[config.mk]
export PLATFORM = sky130hd
export DESIGN_NAME = uart_rx_pl
export DESIGN_NICKNAME = d
export VERILOG_FILES = /design/src/rtl/uart_rx_pl.sv
export SDC_FILE = /design/constraint.sdc
export NUM_CORES = 1
export LEC_CHECK = 0
export CAP_MARGIN = 20
export CORE_MARGIN = 4
export CORE_UTILIZATION = 35
export CTS_CLUSTER_DIAMETER = 40
export DETAILED_ROUTE_END_ITERATION = 6
export GPL_TIMING_DRIVEN = 1
export SYNTH_ARGS = -nofsm -noshare
export SYNTH_HDL_FRONTEND = slang
export SYNTH_SLANG_ARGS = --single-unit
export TNS_END_PERCENT = 1
[constraint.sdc]
create_clock -name clk100 -period 3.1 [get_ports clk100]
set_input_delay 0.62 -clock clk100 [delete_from_list [all_inputs] [get_ports clk100]]
set_output_delay 0.62 -clock clk100 [all_outputs]
set_load 0.01 [all_outputs]
[src/rtl/uart_rx_pl.sv]
// uart_rx_pl: 8N1 UART receiver that samples at bit centres and holds each byte in a single-entry valid/ready register.
module uart_rx_pl #(
  parameter int CLK_HZ = 100000000,
  parameter int BAUD   = 115200
) (
  input  logic       clk100,
  input  logic       rstn,
  input  logic       rxd_i,
  output logic [7:0] data_o,
  output logic       valid_o,
  input  logic       ready_i,
  output logic       frame_err_o,
  output logic       overrun_o,
  output logic       busy_o
);
  localparam int DIV  = (CLK_HZ + BAUD / 2) / BAUD;
  localparam int HALF = DIV / 2;
  localparam int CW   = $clog2(DIV);
  if (DIV < 16) begin : g_div_chk
    $error("uart_rx_pl: CLK_HZ/BAUD must be at least 16");
  end
  typedef enum logic [2:0] {IDLE, START, DATA, STOP, BRK} state_t;
  state_t          st_q, st_d;
  logic [CW-1:0]   cnt_q, cnt_d;
  logic [7:0]      sh_q, sh_d, data_q, data_d;
  logic [2:0]      idx_q, idx_d;
  logic            s1_q, s2_q, valid_q, valid_d, ferr_q, ferr_d, ovr_q, ovr_d;
  logic            tick, deliver, load;
  assign tick = cnt_q == '0;
  always_comb begin
    st_d    = st_q;
    cnt_d   = tick ? cnt_q : cnt_q - 1'b1;
    sh_d    = sh_q;
    idx_d   = idx_q;
    deliver = 1'b0;
    ferr_d  = 1'b0;
    case (st_q)
      IDLE: if (!s2_q) begin
        cnt_d = CW'(HALF - 1);
        st_d  = START;
      end
      START: if (tick) begin
        cnt_d = CW'(DIV - 1);
        idx_d = '0;
        st_d  = s2_q ? IDLE : DATA;
      end
      DATA: if (tick) begin
        sh_d  = {s2_q, sh_q[7:1]};
        cnt_d = CW'(DIV - 1);
        idx_d = idx_q + 3'd1;
        st_d  = idx_q == 3'd7 ? STOP : DATA;
      end
      STOP: if (tick) begin
        deliver = s2_q;
        ferr_d  = !s2_q;
        st_d    = s2_q ? IDLE : BRK;
      end
      BRK: st_d = s2_q ? IDLE : BRK;
      default: st_d = IDLE;
    endcase
  end
  // a byte arriving while the holder is full and not being drained is dropped
  assign load    = deliver && (!valid_q || ready_i);
  assign valid_d = load || (valid_q && !ready_i);
  assign data_d  = load ? sh_q : data_q;
  assign ovr_d   = deliver && valid_q && !ready_i;
  always_ff @(posedge clk100) begin
    if (!rstn) begin
      s1_q    <= 1'b1;
      s2_q    <= 1'b1;
      st_q    <= IDLE;
      cnt_q   <= '0;
      sh_q    <= '0;
      idx_q   <= '0;
      data_q  <= '0;
      valid_q <= 1'b0;
      ferr_q  <= 1'b0;
      ovr_q   <= 1'b0;
    end else begin
      s1_q    <= rxd_i;
      s2_q    <= s1_q;
      st_q    <= st_d;
      cnt_q   <= cnt_d;
      sh_q    <= sh_d;
      idx_q   <= idx_d;
      data_q  <= data_d;
      valid_q <= valid_d;
      ferr_q  <= ferr_d;
      ovr_q   <= ovr_d;
    end
  end
  assign data_o      = data_q;
  assign valid_o     = valid_q;
  assign frame_err_o = ferr_q;
  assign overrun_o   = ovr_q;
  assign busy_o      = st_q != IDLE;
endmodule

==> Yosys cells after proc, flatten, opt, wreduce, memory -nomap -nowiden <==
Index checks and enable logic that the tools add are counted.
{ "word_totals": {"inputBits": 4, "output_inout_bits": 12, "elab_cells": 56, "regBits": 37} }
{ "op_classes": {"mux": 17, "reduce_logical": 18, "add_sub_neg": 2, "n_eq_ne": 9} }
{ "op_table": {"columns": ["op", "n"], "rows": [
  ["10-bit 2-to-1 mux", 3],
  ["3-bit 2-to-1 mux", 7],
  ["10-bit case mux with 2 select lines", 1],
  ["3-bit case mux with 5 select lines", 1],
  ["10-bit zero test", 1],
  ["10-bit by 1-bit subtractor with 10-bit output, second input constant", 1],
  ["2-bit != test, second input constant", 4],
  ["3-bit by 2-bit equality test with 1-bit output, second input constant", 2],
  ["3-bit equality test, second input constant", 2],
  ["3-bit case mux with 2 select lines", 1],
  ["3-bit AND reduction", 2],
  ["1-bit logical AND", 4],
  ["4-bit AND reduction", 1],
  ["3-bit by 1-bit adder with 3-bit output, second input constant", 1],
  ["3-bit by 1-bit equality test with 1-bit output, second input constant", 1],
  ["1-bit zero test", 3],
  ["3-bit zero test", 1],
  ["1-bit 2-to-1 mux", 3],
  ["3-bit nonzero test", 1],
  ["1-bit logical OR", 2],
  ["2-bit 2-to-1 mux", 1],
  ["2-bit AND reduction", 1],
  ["2-bit nonzero test", 1],
  ["2-bit OR reduction", 1]
]} }

==> Logic depth before layout (Yosys ltp) <==
{ "logic_depth": {"word_depth": 5, "mapped_depth": 12} }

==> Least setup slack after synthesis <==
No wires, ideal clock.
{ "synth_path": {"path_kind": "reg-to-reg", "startpoint": "reg cnt_q[0]", "endpoint": "reg cnt_q[0]", "required_ns": 2.981, "slack_ns": 0.414, "period_less_slack_ns": 2.686, "path_stages_with_launch": 13, "setup_time_ns": 0.119, "t_arrival_ns": 2.567, "path_cell_list": "dfxtp_1 inv_1 ha_1 nor3b_2 and3_1 buf_6 inv_2 buf_6 ha_1 or3b_2 a21oi_1 a31oi_1 o221a_2"} }
{ "synth_via": {"elab_chain_cells": 4} }
{ "synth_lines": {"columns": ["item", "line", "rtl"], "rows": [
  ["from (decl)", "24", "logic [CW-1:0] cnt_q, cnt_d;"],
  ["from (signal assigned)", "83", "cnt_q <= cnt_d;"],
  ["10-bit by 1-bit subtractor with 10-bit output / 10-bit zero test (equally long branches)", "32, 29", null],
  ["10-bit 2-to-1 mux", "32", "cnt_d = tick ? cnt_q : cnt_q - 1'b1;"],
  ["10-bit 2-to-1 mux, on equally long branches", "42, 47, 38", null],
  ["10-bit case mux with 2 select lines *", "37", "case (st_q)"]
]} }
Every way passes the cells marked *; elsewhere a longest branch is shown, timed or not.
A chain may end at the register's enable or synchronous reset.

==> Final worst setup path <==
Same ends and word-level chain as after synthesis.

==> metrics.md <==
| Metric | Value |
|---|---|
| Hold Crit Class | `reg -> reg` |
| Hold depth | `1` |
| WP data required | `3280 ps` |
| Worst rel slew slack | `0.506` |
| Ant. Diodes | `0` |
| Synthesized flop and latch total | `37` |
| Ys flop type | `dfxtp_1` |
| Final ANT Viol Nets | `0` |
| H-tree levels | `2` |
| Final setup violation count | `0` |
| Drc violations | `0` |
| Fillcell total | `520` |
| Mapped Cells | `194` |
| Reg2reg start | `cnt_q[0]$_SDFF_PN0_` |
| Cell taking the most area after synthesis | `dfxtp_1` |
| DRT Wirelength | `3590 um` |
| CP Max Fanout | `12` |
| Drt first pass iters | `4` |
| First-pass GRT wire length | `6400 um` |
| Die height | `78.3 um` |
| Clock latency on the worst-skew pair | `290 ps` |
| Resize count post-CTS | `0` |
| Top cell type's share of synthesized area | `0.428` |
| Total Routing Usage GR | `0.131` |
| Via count | `1412` |
| DP Worst Slack | `562 ps` |
| Setup Crit Path Kind | `reg -> reg` |
| Final worst path period share | `0.824` |
| Hold buffers post-CTS | `0` |
| Minimum clock period | `2550 ps` |
| Critical path launch point type | `register` |
| LEAKAGE | `0.787 nW` |
| Final core utilization | `0.423` |
| Synth cell types | `44` |
| Endpoints failing hold | `0` |
| Clock tree buffer depth | `2` |
| TritonCTS clock tree | `yes` |
| Status | `completed` |
| Placed Area | `1920 um2` |
| Hold_sp | `s1_q$_SDFF_PN1_` |
| Pwr Total | `1.60 mW` |
| Via-to-Cell Ratio | `5.10` |
| Final WS setup | `546 ps` |
| Crit. Startpoint | `cnt_q[0]$_SDFF_PN0_` |
| Share of cells above drive strength 1 | `0.124` |
| NumNets Final | `218` |
| Setup TNS | `0 ps` |
| RD Place Congestion | `0.810` |
| Die ar. | `6130 um2` |
| Die width | `78.3 um` |
| WHS | `415 ps` |
| CP Capture Type | `register` |
| Syn Nets | `203` |
| Post-synth EDFFs | `0` |
| Reg clk slew, reported paths | `80 ps` |
| Total gr overflow | `0` |
| Synthesized area | `1730 um2` |
| Root Buffer Master | `clkbuf_8` |
| Peak VDD IR | `0.000314 V` |
| Sequential area share after synthesis | `0.428` |
| Syn Area/Cell | `8.92 um2` |
| Most common cell in the netlist | `dfxtp_1` |
| CTS sink count | `37` |
| I/O Buffers | `15` |
| Clock Skew | `6.19 ps` |
| Largest net degree at the start of global routing | `23` |
| Crit path DAT | `2740 ps` |
| Synth top cells by count | `37 x dfxtp_1, 18 x nor2_1, 17 x nand2_1, 16 x a21oi_1, 12 x nand3_1` |
| Detail Placement HPWL | `2550 um` |
| Core area | `4750 um2` |
| Area Overhead vs Synth | `16.3%` |
| Worst Tran Pin Value | `739 ps` |
| Avg WL per Cell | `13.0 um` |
| Reg2Reg Depth | `10` |
| Cell row count | `25` |
| Fmax | `392 MHz` |
| Num CTS Buffers | `5` |
| Synth Warn # | `0` |
| DP Cell Count | `269` |
| I/O Pins | `16` |
| Post-synth ARST share | `0` |
| Fin area | `2010 um2` |
| RSZ-0062 raised after global routing | `false` |
| Initial antenna violation count | `0` |
| PD cells | `795 nW/um2` |
| Setup bufs post-CTS | `0` |
| Maxcap violations | `0` |
| Number of global-route vias before repair | `1364` |
| Area contributors post-synth | `dfxtp_1 43%, mux2i_1 5.8%, a21oi_1 4.6%` |
| Starting DRT DRC Count | `138` |
| Final Instance Count excl. Fillers | `277` |
| Final Max Tran Viols | `0` |
| Initial core utilization | `0.364` |
-- layout make-up --
cell class | instances | area (um2) | area share
repair buffers | 20 | 188 | 0.0932
clock buffers | 5 | 68.8 | 0.0342
inverters | 7 | 26.3 | 0.0131
multi-input cells | 138 | 885 | 0.439
clock inverters | 3 | 21.3 | 0.0106
flip-flops and latches | 37 | 741 | 0.368
well taps | 67 | 83.8 | 0.0416
-- per-layer routing --
layer | GRT usage | vias up | share of wire
met5 | 0 | - | 0
met4 | 0.0577 | 0 | 0.016
met3 | 0.0321 | 5 | 0.035
met2 | 0.210 | 29 | 0.46
met1 | 0.168 | 656 | 0.49
li1 | - | 722 | -
-- critical path, cell delays in order (launching register included) --
cell and delay, ps:
dfxtp_1 400, inv_1 80, ha_1 210, nor3b_2 160
and3_1 200, inv_2 180, ha_1 280, or3b_2 430
a21oi_1 150, a31oi_1 60, o221a_2 290
-- registers in the layout, summed over array words and instances (netlist names) --
name,flops
s1_q,1
sh_q,8
st_q,3
valid_o,1
data_o,8
s2_q,1
cnt_q,10
frame_err_o,1
idx_q,3
overrun_o,1
-- where the power goes --
group	total (mW)	internal [mW]	leakage [nW]	switching, mW
logic	0.619	0.284	0.441	0.335
registers	0.638	0.538	0.301	0.0995
clock network	0.345	0.160	0.0445	0.185
-- cells by family after synthesis --
| logic type | synth area share |
|---|---|
| simple gates | 0.238 |
| compound gates | 0.164 |
| flops | 0.428 |
| buf+inv | 0.0607 |
| mux | 0.0578 |
| fa+ha+maj | 0.0362 |
| xor+xnor | 0.0152 |
-- placed cells by master, fill, tap and decap left out, types with 2 or more instances in the layout --
cell type and instances:
o21a_1 2, clkdlybuf4s50_1 15, ha_1 5, o21ai_1 7
and3_1 2, buf_4 5, xnor2_1 3, nand2b_1 3
nand4_1 3, nor2b_1 3, nand3_1 12, dfxtp_1 37
nor2_1 18, a211oi_1 3, inv_1 6, mux2i_1 10
a21oi_1 16, nand2_1 17, a31oi_1 3, a21oi_2 2
o22ai_1 3, o21ai_0 4, nor4_1 3, clkbuf_8 5
-- worst paths after layout --
| check | slack, ps | to |
|---|---|---|
| worst max-delay path | 550 | cnt_q[0]$_SDFF_PN0_ |
| worst min-delay path | 420 | s2_q$_SDFF_PN1_ |
| worst max register to register | 550 | cnt_q[0]$_SDFF_PN0_ |
| worst min register to register | 420 | s2_q$_SDFF_PN1_ |
Note: power is estimated with default switching activity, not from simulation.
